File: src/rtl/bus_arb_pkg.sv
// Shared types and encodings for the four-requester bus arbiter.
package bus_arb_pkg;

  typedef enum logic {
    IDLE  = 1'b0,
    GRANT = 1'b1
  } state_t;

  localparam int unsigned NUM_REQ = 4;

  // These match the mux_4x1 S encoding.
  localparam logic [1:0] SEL_A = 2'b00;
  localparam logic [1:0] SEL_B = 2'b01;
  localparam logic [1:0] SEL_C = 2'b10;
  localparam logic [1:0] SEL_D = 2'b11;

  function automatic logic [3:0] onehot2(input logic [1:0] idx);
    return 4'b0001 << idx;
  endfunction

endpackage

File: src/rtl/bus_arbiter_4_rr_pick4.sv
// Rotating priority picker: first set request bit at or after start, wrapping 3->0.
module rr_pick4
  import bus_arb_pkg::*;
(
  input  logic [3:0] req,
  input  logic [1:0] start,
  output logic       found,
  output logic [1:0] idx
);

  logic [1:0] j;

  always_comb begin
    found = 1'b0;
    idx   = '0;
    j     = '0;
    for (int unsigned i = 0; i < NUM_REQ; i++) begin
      j = start + 2'(i);
      if (!found && req[j]) begin
        found = 1'b1;
        idx   = j;
      end
    end
  end

endmodule

File: src/rtl/mux_4x1.sv
// 4:1 word multiplexer; S selects A/B/C/D.
module mux_4x1
  import bus_arb_pkg::*;
#(
  parameter int WIDTH = 16
) (
  input  logic [WIDTH-1:0] A,
  input  logic [WIDTH-1:0] B,
  input  logic [WIDTH-1:0] C,
  input  logic [WIDTH-1:0] D,
  input  logic [1:0]       S,
  output logic [WIDTH-1:0] Y
);

  always_comb begin
    Y = A;
    case (S)
      SEL_A:   Y = A;
      SEL_B:   Y = B;
      SEL_C:   Y = C;
      SEL_D:   Y = D;
      default: Y = A;
    endcase
  end

endmodule

File: src/rtl/bus_arbiter_4.sv
// Round-robin arbiter for four requesters sharing one select path, with bounded
// bursts and a registered output word.
module bus_arbiter_4
  import bus_arb_pkg::*;
#(
  parameter int WIDTH    = 16,
  parameter int MAX_HOLD = 4
) (
  input  logic             clk,
  input  logic             rst_n,
  input  logic [3:0]       req,
  input  logic [WIDTH-1:0] din_a,
  input  logic [WIDTH-1:0] din_b,
  input  logic [WIDTH-1:0] din_c,
  input  logic [WIDTH-1:0] din_d,
  output logic [3:0]       gnt,
  output logic [1:0]       sel,
  output logic [WIDTH-1:0] dout,
  output logic             dout_valid,
  output logic             busy
);

  state_t           state, state_n;
  logic [3:0]       gnt_n;
  logic [1:0]       sel_n;
  logic [1:0]       ptr, ptr_n;
  logic [3:0]       hold_cnt, hold_n;
  logic [1:0]       pick_start;
  logic             found;
  logic [1:0]       win;
  logic             beat;
  logic [WIDTH-1:0] mux_y;

  assign beat = |(gnt & req);
  assign busy = (state == GRANT);

  // In GRANT the re-pick always starts just past the owner, which is what ptr
  // becomes at that same edge; in IDLE it starts at the stored ptr.
  assign pick_start = (state == GRANT) ? sel + 2'd1 : ptr;

  rr_pick4 u_pick (
    .req   (req),
    .start (pick_start),
    .found (found),
    .idx   (win)
  );

  mux_4x1 #(.WIDTH(WIDTH)) u_mux (
    .A (din_a),
    .B (din_b),
    .C (din_c),
    .D (din_d),
    .S (sel),
    .Y (mux_y)
  );

  always_comb begin
    state_n = state;
    gnt_n   = gnt;
    sel_n   = sel;
    ptr_n   = ptr;
    hold_n  = hold_cnt;
    case (state)
      IDLE: begin
        gnt_n = '0;
        if (found) begin
          state_n = GRANT;
          gnt_n   = onehot2(win);
          sel_n   = win;
          hold_n  = '0;
        end
      end
      GRANT: begin
        if (beat && hold_cnt < 4'(MAX_HOLD - 1)) begin
          hold_n = hold_cnt + 4'd1;
        end else begin
          ptr_n  = sel + 2'd1;
          hold_n = '0;
          if (found) begin
            gnt_n = onehot2(win);
            sel_n = win;
          end else begin
            state_n = IDLE;
            gnt_n   = '0;
          end
        end
      end
      default: begin
        state_n = IDLE;
        gnt_n   = '0;
      end
    endcase
  end

  always_ff @(posedge clk or negedge rst_n) begin
    if (!rst_n) begin
      state    <= IDLE;
      gnt      <= '0;
      sel      <= SEL_A;
      ptr      <= '0;
      hold_cnt <= '0;
    end else begin
      state    <= state_n;
      gnt      <= gnt_n;
      sel      <= sel_n;
      ptr      <= ptr_n;
      hold_cnt <= hold_n;
    end
  end

  always_ff @(posedge clk or negedge rst_n) begin
    if (!rst_n) begin
      dout       <= '0;
      dout_valid <= 1'b0;
    end else begin
      dout_valid <= beat;
      if (beat) dout <= mux_y;
    end
  end

endmodule

File: config.mk
export PLATFORM = sky130hd
export DESIGN_NAME = bus_arbiter_4
export DESIGN_NICKNAME = d
export VERILOG_FILES = /design/src/rtl/bus_arb_pkg.sv /design/src/rtl/bus_arbiter_4_rr_pick4.sv /design/src/rtl/mux_4x1.sv /design/src/rtl/bus_arbiter_4.sv
export SDC_FILE = /design/constraint.sdc
export NUM_CORES = 1
export LEC_CHECK = 0
export ABC_CLOCK_PERIOD_IN_PS = 2110
export CORE_MARGIN = 4
export CORE_UTILIZATION = 38
export CTS_CLUSTER_DIAMETER = 150
export DETAILED_ROUTE_END_ITERATION = 8
export GPL_TIMING_DRIVEN = 1
export HOLD_SLACK_MARGIN = 0.1
export MAX_ROUTING_LAYER = met4
export PLACE_DENSITY = 0.77
export SKIP_CTS_REPAIR_TIMING = 1
export SLEW_MARGIN = 25
export SYNTH_ARGS = -nofsm -noshare
export SYNTH_HDL_FRONTEND = slang
export SYNTH_HIERARCHICAL = 1
export SYNTH_SLANG_ARGS = --single-unit
File: constraint.sdc
create_clock -name clk -period 2.11 [get_ports clk]
set_input_delay 0.5275 -clock clk [delete_from_list [all_inputs] [get_ports clk]]
set_output_delay 0.5275 -clock clk [all_outputs]
set_load 0.05 [all_outputs]
==> metrics.txt, run 1 <==
Final Hold Viols 0; Clk Latency, worst-skew pair approximately 280 ps; synth top area cells dfrtp_1, mux4_2, mux2_4, mux4_1, mux2_2; Post-Route WL approximately 4600 µm; CTS tree done; flops & latches, synth 30; Mapped Area roughly 1900 µm²; Hold Path Class reg2reg; met1 Usage GRT 0.1950; clock tree buffer depth 2; gr usage total 0.1658; Die Width 78.07 µm; Yosys Warn Count 6; Die Span Y a little under 80 µm; Primary FF master, synth dfrtp_1; most common cell in the synthesized netlist dfrtp_1; DR pass1 iterations 4; CP Capture Type output port; Post-Layout Cell Count between 300 and 400; Max-Cap Viols 0; Worst path top cell family by delay buffers and inverters; IO buf count between 90 and 100; Via Count roughly 1500; reg2reg path depth 7; DRC 0; post-synthesis instance total 130; Hold Crit Depth 1; Final nets 305; slowest CP cell clkdlybuf4s50_1; worst setup margin 119.7 ps; Placer Congestion approximately 0.82; post-synth top area share 0.4024; post-detail-place hpwl around 3700 µm; pre-CTS setup slack -152.6 ps; fin util 0.6329; post-synthesis sequential area ratio 0.4024; Syn Nets about 200; overall power around 4.4 mW; Levels on crit path 1; Cell Chain, Critical Path clkdlybuf4s50_1; CTS clk-pin slew, worst paths around 60 ps; Post-Place Cells 294; worst endpoint required time around 1600 ps; Top Ports 94; drt wl/cell roughly 15 µm; 1st-iter DRT viols 48; vias in the first global route 1668; worst slew pin tran 522.2 ps; GR peak layer met2; Tmin final 1990 ps; syn_area_per_cell 14.35 µm²; Detail Route Antenna Nets 0; most frequent cells after synthesis dfrtp_1, mux2_4, mux4_2; Root Driver clkbuf_8; PD cells about 1500 nW/µm²; Final setup viols 0; initial antenna violation count 0; Initial Utilization 0.3924; Max H-tree Level 2; unrepaired setup endpoints after global routing false; post-synthesis cell type count 39; Pins Over Slew Limit 0; core footprint 4755 µm²; setup_tns 0 ps; peak per-stage delay on the critical path around 830 ps; Buf+Inv Stages, Crit Path 1; status finished, final reports clean; skew final around 8.8 ps; WS Path Type reg2out; CTS Sinks 30; row cnt 25; crit path max fanout 2; cts bufs inserted 5; first-pass GRT wire length approximately 7600 µm; largest net degree at the start of global routing 31; Yosys top cell by area dfrtp_1; Max Fclk 502.4 MHz; Worst VDD drop approximately 0.71 mV; EDFF count, synth 0; post-route clock period utilization 0.9433; Startpoint Class register; filler cell count 396; global route overflow 0; area grow syn2layout 61.30%; M2 GR Usage 0.2637; asr flop ratio synth 1.000; Slew headroom 0.6508; Die ar. between 6000 and 7000 µm²; antenna fix cells 0; Pleak roughly 1.3 nW; fraction of layout cells with a size suffix above 1 0.2821; CP arrival around 1500 ps; grt met3 use 0.05963; detailed-route vias per instance ~5
==> path summary, 6_finish.rpt <==
path	end	slack, ps	startpoint
setup / recovery	dout[14]	120	dout[14]
hold reg to reg	hold_cnt[1]	500	hold_cnt[1]
setup reg to reg	gnt[2]	160	busy
max in group asynchronous	busy	1190	rst_n
min in group asynchronous	gnt[0]	630	rst_n
hold / removal	hold_cnt[1]	500	hold_cnt[1]
==> cell families after synthesis <==
kind of cell | synth area share
AO/OA/AOI/OAI | 0.1087
multiplexers | 0.3521
AND/OR/NAND/NOR | 0.08317
XOR/XNOR | 0.004696
adder cells (fa/ha/maj) | 0.006706
flip-flops | 0.4024
buffers and inverters | 0.04225
==> where the power goes <==
group	leakage, nW	internal [mW]	switching [mW]
registers	0.362	0.842	0.171
clock network	0.0443	0.258	0.199
logic	0.864	1.40	1.52
total	1.27	2.50	1.89
==> cells in the final DEF, fill, tap and decap left out, types with 2 or more instances in the layout <==
cell	n
nand2_1	3
inv_1	4
o2111ai_1	2
a21oi_1	4
a22oi_2	2
dlymetal6s2s_1	2
o21ai_0	2
buf_4	16
mux4_2	10
mux2_4	13
dfrtp_1	29
mux4_1	6
buf_12	2
clkdlybuf4s50_1	84
clkbuf_8	6
o211ai_1	4
and2_1	3
nand2b_1	7
nor2_1	4
mux2_2	7
==> metal layers <==
layer	routed length, µm	part of all wire	vias up
li1	-	-	715
met1	1976	0.43	714
met2	2122	0.46	80
met3	442	0.096	8
met4	67	0.015	0
met5	0	0	-
==> flip-flops by register name, indices dropped and copies added (netlist names) <==
signal / flops
busy: 1
dout: 16
gnt: 4
hold_cnt: 4
sel: 2
dout_valid: 1
ptr: 2
==> through the flow <==
| stage | hold WS (ps) | area (µm²) |
|---|---|---|
| final | 499.7 | 3009 |
| after global routing | 528.8 | 3009 |
| after CTS | 504.2 | 2998 |
| after detailed placement | 490.9 | 2912 |
| after global placement | 480.4 | 2912 |
| after floorplan | 231.9 | 1868 |
==> layout make-up <==
type                    instances  area [µm²]  share of cell area
inverters                       5       18.77            0.006237
flip-flops and latches         30       752.0              0.2499
multi-input cells              88        1042              0.3464
well taps                      67       83.83             0.02786
clock buffers                   7       86.33             0.02869
repair buffers                104        1026              0.3410
No activity file was read; power rests on OpenSTA's default activity.
==> run 2: changes to the inputs <==
--- a/config.mk
+++ b/config.mk
@@ -8,7 +8,6 @@
 export ABC_CLOCK_PERIOD_IN_PS = 2110
 export CORE_MARGIN = 4
 export CORE_UTILIZATION = 38
-export CTS_CLUSTER_DIAMETER = 150
 export DETAILED_ROUTE_END_ITERATION = 8
 export GPL_TIMING_DRIVEN = 1
 export HOLD_SLACK_MARGIN = 0.1
==> results of run 2 <==
The final DEF is identical to that of run 1; final timing and power are the same.
==> run 3: changes to the inputs <==
--- a/config.mk
+++ b/config.mk
@@ -6,13 +6,16 @@
 export NUM_CORES = 1
 export LEC_CHECK = 0
 export ABC_CLOCK_PERIOD_IN_PS = 2110
+export CELL_PAD_IN_SITES_DETAIL_PLACEMENT = 0
+export CELL_PAD_IN_SITES_GLOBAL_PLACEMENT = 1
 export CORE_MARGIN = 4
-export CORE_UTILIZATION = 38
+export CORE_UTILIZATION = 31
 export DETAILED_ROUTE_END_ITERATION = 8
 export GPL_TIMING_DRIVEN = 1
 export HOLD_SLACK_MARGIN = 0.1
 export MAX_ROUTING_LAYER = met4
-export PLACE_DENSITY = 0.77
+export PLACE_DENSITY_LB_ADDON = 0.1
+export SETUP_SLACK_MARGIN = 0.15
 export SKIP_CTS_REPAIR_TIMING = 1
 export SLEW_MARGIN = 25
 export SYNTH_ARGS = -nofsm -noshare
==> run 3 against run 2 <==
- sequential cell count unchanged
- highest routed layer unchanged
- cell count up 2.0%
- register-to-register slack better by 40 ps
- critical endpoint is now gnt[2]
==> metrics.txt, run 3 (synthesized netlist as in run 1, its figures left out) <==
post-detail-place hpwl 4026 µm (+8.5%); CTS clk-pin slew, worst paths 60 ps (about the same); most common cell after layout, fill and taps aside clkdlybuf4s50_1; Startpoint Class register; most frequent cells in the layout clkdlybuf4s50_1, dfrtp_1, dlymetal6s2s_1, buf_4, mux2_4; Final nets 305 (unchanged); peak per-stage delay on the critical path 440 ps (-390 ps); slowest CP cell dfrtp_2; CP arrival 2070 ps (+610 ps); global route overflow 0 (unchanged); Max H-tree Level 2 (unchanged); Tmin final 1906 ps (-83.90 ps); Post-Place Cell Area 2919 µm² (+0.26%); Max Fclk 524.5 MHz (+4.4%); worst setup margin 203.6 ps (+83.90 ps); clock tree buffer depth 2 (unchanged); pre-CTS setup slack -100.1 ps (+52.51 ps); worst endpoint required time 2270 ps (+690 ps); Die ar. 7323 µm² (+20%); Post-Route WL 4905 µm (+6.4%); CTS Sinks 30 (unchanged); cts bufs inserted 5 (unchanged); registers with the most flip-flops dout (16), gnt (4), hold_cnt (4); area grow syn2layout 65.33%; unrepaired setup endpoints after global routing true; first-pass GRT wire length 8031 µm (+6.3%); DR pass1 iterations 4 (unchanged); drt wl/cell 15.98 µm (+4.4%); CP Capture Type register; Pins Over Slew Limit 0 (unchanged); vias in the first global route 1737 (+4.1%); Hold Path Class reg2reg; Biggest register dout; crit path max fanout 5 (+3); design area 3084 µm² (+2.5%); Initial Utilization 0.3287 (-0.06366); core footprint 5675 µm² (+19%); Via Count 1517 (unchanged); Root Driver clkbuf_8; gr usage total 0.1434 (-0.02239); post-route clock period utilization 0.9035 (-0.03976); setup_tns 0 ps (unchanged); detailed-route vias per instance 4.941 (-2.0%); IO buf count 93 (unchanged); Clk Latency, worst-skew pair 280 ps (about the same); Cell Chain, Critical Path xnor2_1, and2_1, nor2_4, a221o_1, a21oi_2, and3b_1, mux2_4; initial antenna violation count 0 (unchanged); 1st-iter DRT viols 33 (-31%); Placer Congestion 0.9008 (+9.2%); DRC 0 (unchanged); WS Path Type reg2reg; filler cell count 482 (+22%); Final Hold Viols 0 (unchanged); Max-Cap Viols 0 (unchanged); Slew headroom 0.6353 (-0.01544); Worst VDD drop 0.6842 mV (-3.6%); Pleak 1.437 nW (+13%); Final setup viols 0 (unchanged); Die Span Y 85.58 µm (+9.6%); Top Ports 94 (unchanged); status finished, final reports clean; Die Width 85.58 µm (+9.6%); Min Hold Slack 500.2 ps (+0.5790 ps); worst slew pin tran 546.1 ps (+23.90 ps); Detail Route Antenna Nets 0 (unchanged); CTS tree done; antenna fix cells 0 (unchanged); fraction of layout cells with a size suffix above 1 0.3064 (+0.02433); skew final 6.275 ps (-2.554 ps); row cnt 27 (+8.0%); largest net degree at the start of global routing 31 (unchanged); number of flip-flops in the largest register 16 (unchanged); PD cells 1444 nW/µm² (-0.84%)
run 3: changes by cell type in the layout (fill, tap and decap cells not counted), moves of 2 or more:
cell / delta
clkdlybuf4s50_1: -17
dlymetal6s2s_1: +17
dfrtp_1: -2
dfrtp_2: +2
run 3: through the flow:
stage                     power (mW)    util  instances
after floorplan                3.131       -        130
after global placement         3.958  0.5143        297
after detailed placement       4.009  0.5143        297
after CTS                      4.502  0.5304        305
after global routing           4.729  0.5434        307
final                          4.452  0.5434        307
run 3: layout make-up:
type                       count  area (µm²)  area share
clock buffer                   7       86.33     0.02799
clock inverter                 1       5.005    0.001623
inverter                       5       18.77    0.006085
multi-input combinational     88        1061      0.3440
sequential                    30       754.5      0.2446
tap                           72       90.09     0.02921
timing repair buffer         104        1069      0.3464
run 3: metal layers:
| layer | track usage | part of all wire | up-vias |
|---|---|---|---|
| li1 | - | - | 719 |
| met1 | 0.1627 | 0.39 | 737 |
| met2 | 0.2472 | 0.54 | 57 |
| met3 | 0.04419 | 0.069 | 4 |
| met4 | 0.03453 | 0.0077 | 0 |
| met5 | - | 0 | - |
run 3: final timing paths:
kind                              from          end  slack (ps)  cells after the start
hold / removal             hold_cnt[1]  hold_cnt[1]         500                      1
setup reg to reg                sel[0]       gnt[2]         200                      7
min in group asynchronous        rst_n      dout[0]         630                      2
hold reg to reg            hold_cnt[1]  hold_cnt[1]         500                      1
setup / recovery                sel[0]       gnt[2]         200                      7
max in group asynchronous        rst_n         busy        1170                      2
run 3: where the power goes:
| part | total (mW) | switching, mW | internal (mW) |
|---|---|---|---|
| Sequential | 1.02 | 0.175 | 0.845 |
| Clock | 0.469 | 0.207 | 0.263 |
| Combinational | 2.96 | 1.54 | 1.42 |
| Total | 4.45 | 1.92 | 2.53 |
run 3: critical path: cells and delay by family, from the launching register on:
kind	cells	cell delay, ps
flip-flops	1	440
AND/OR/NAND/NOR	3	470
multiplexers	1	270
AO/OA/AOI/OAI	2	460
XOR/XNOR	1	150
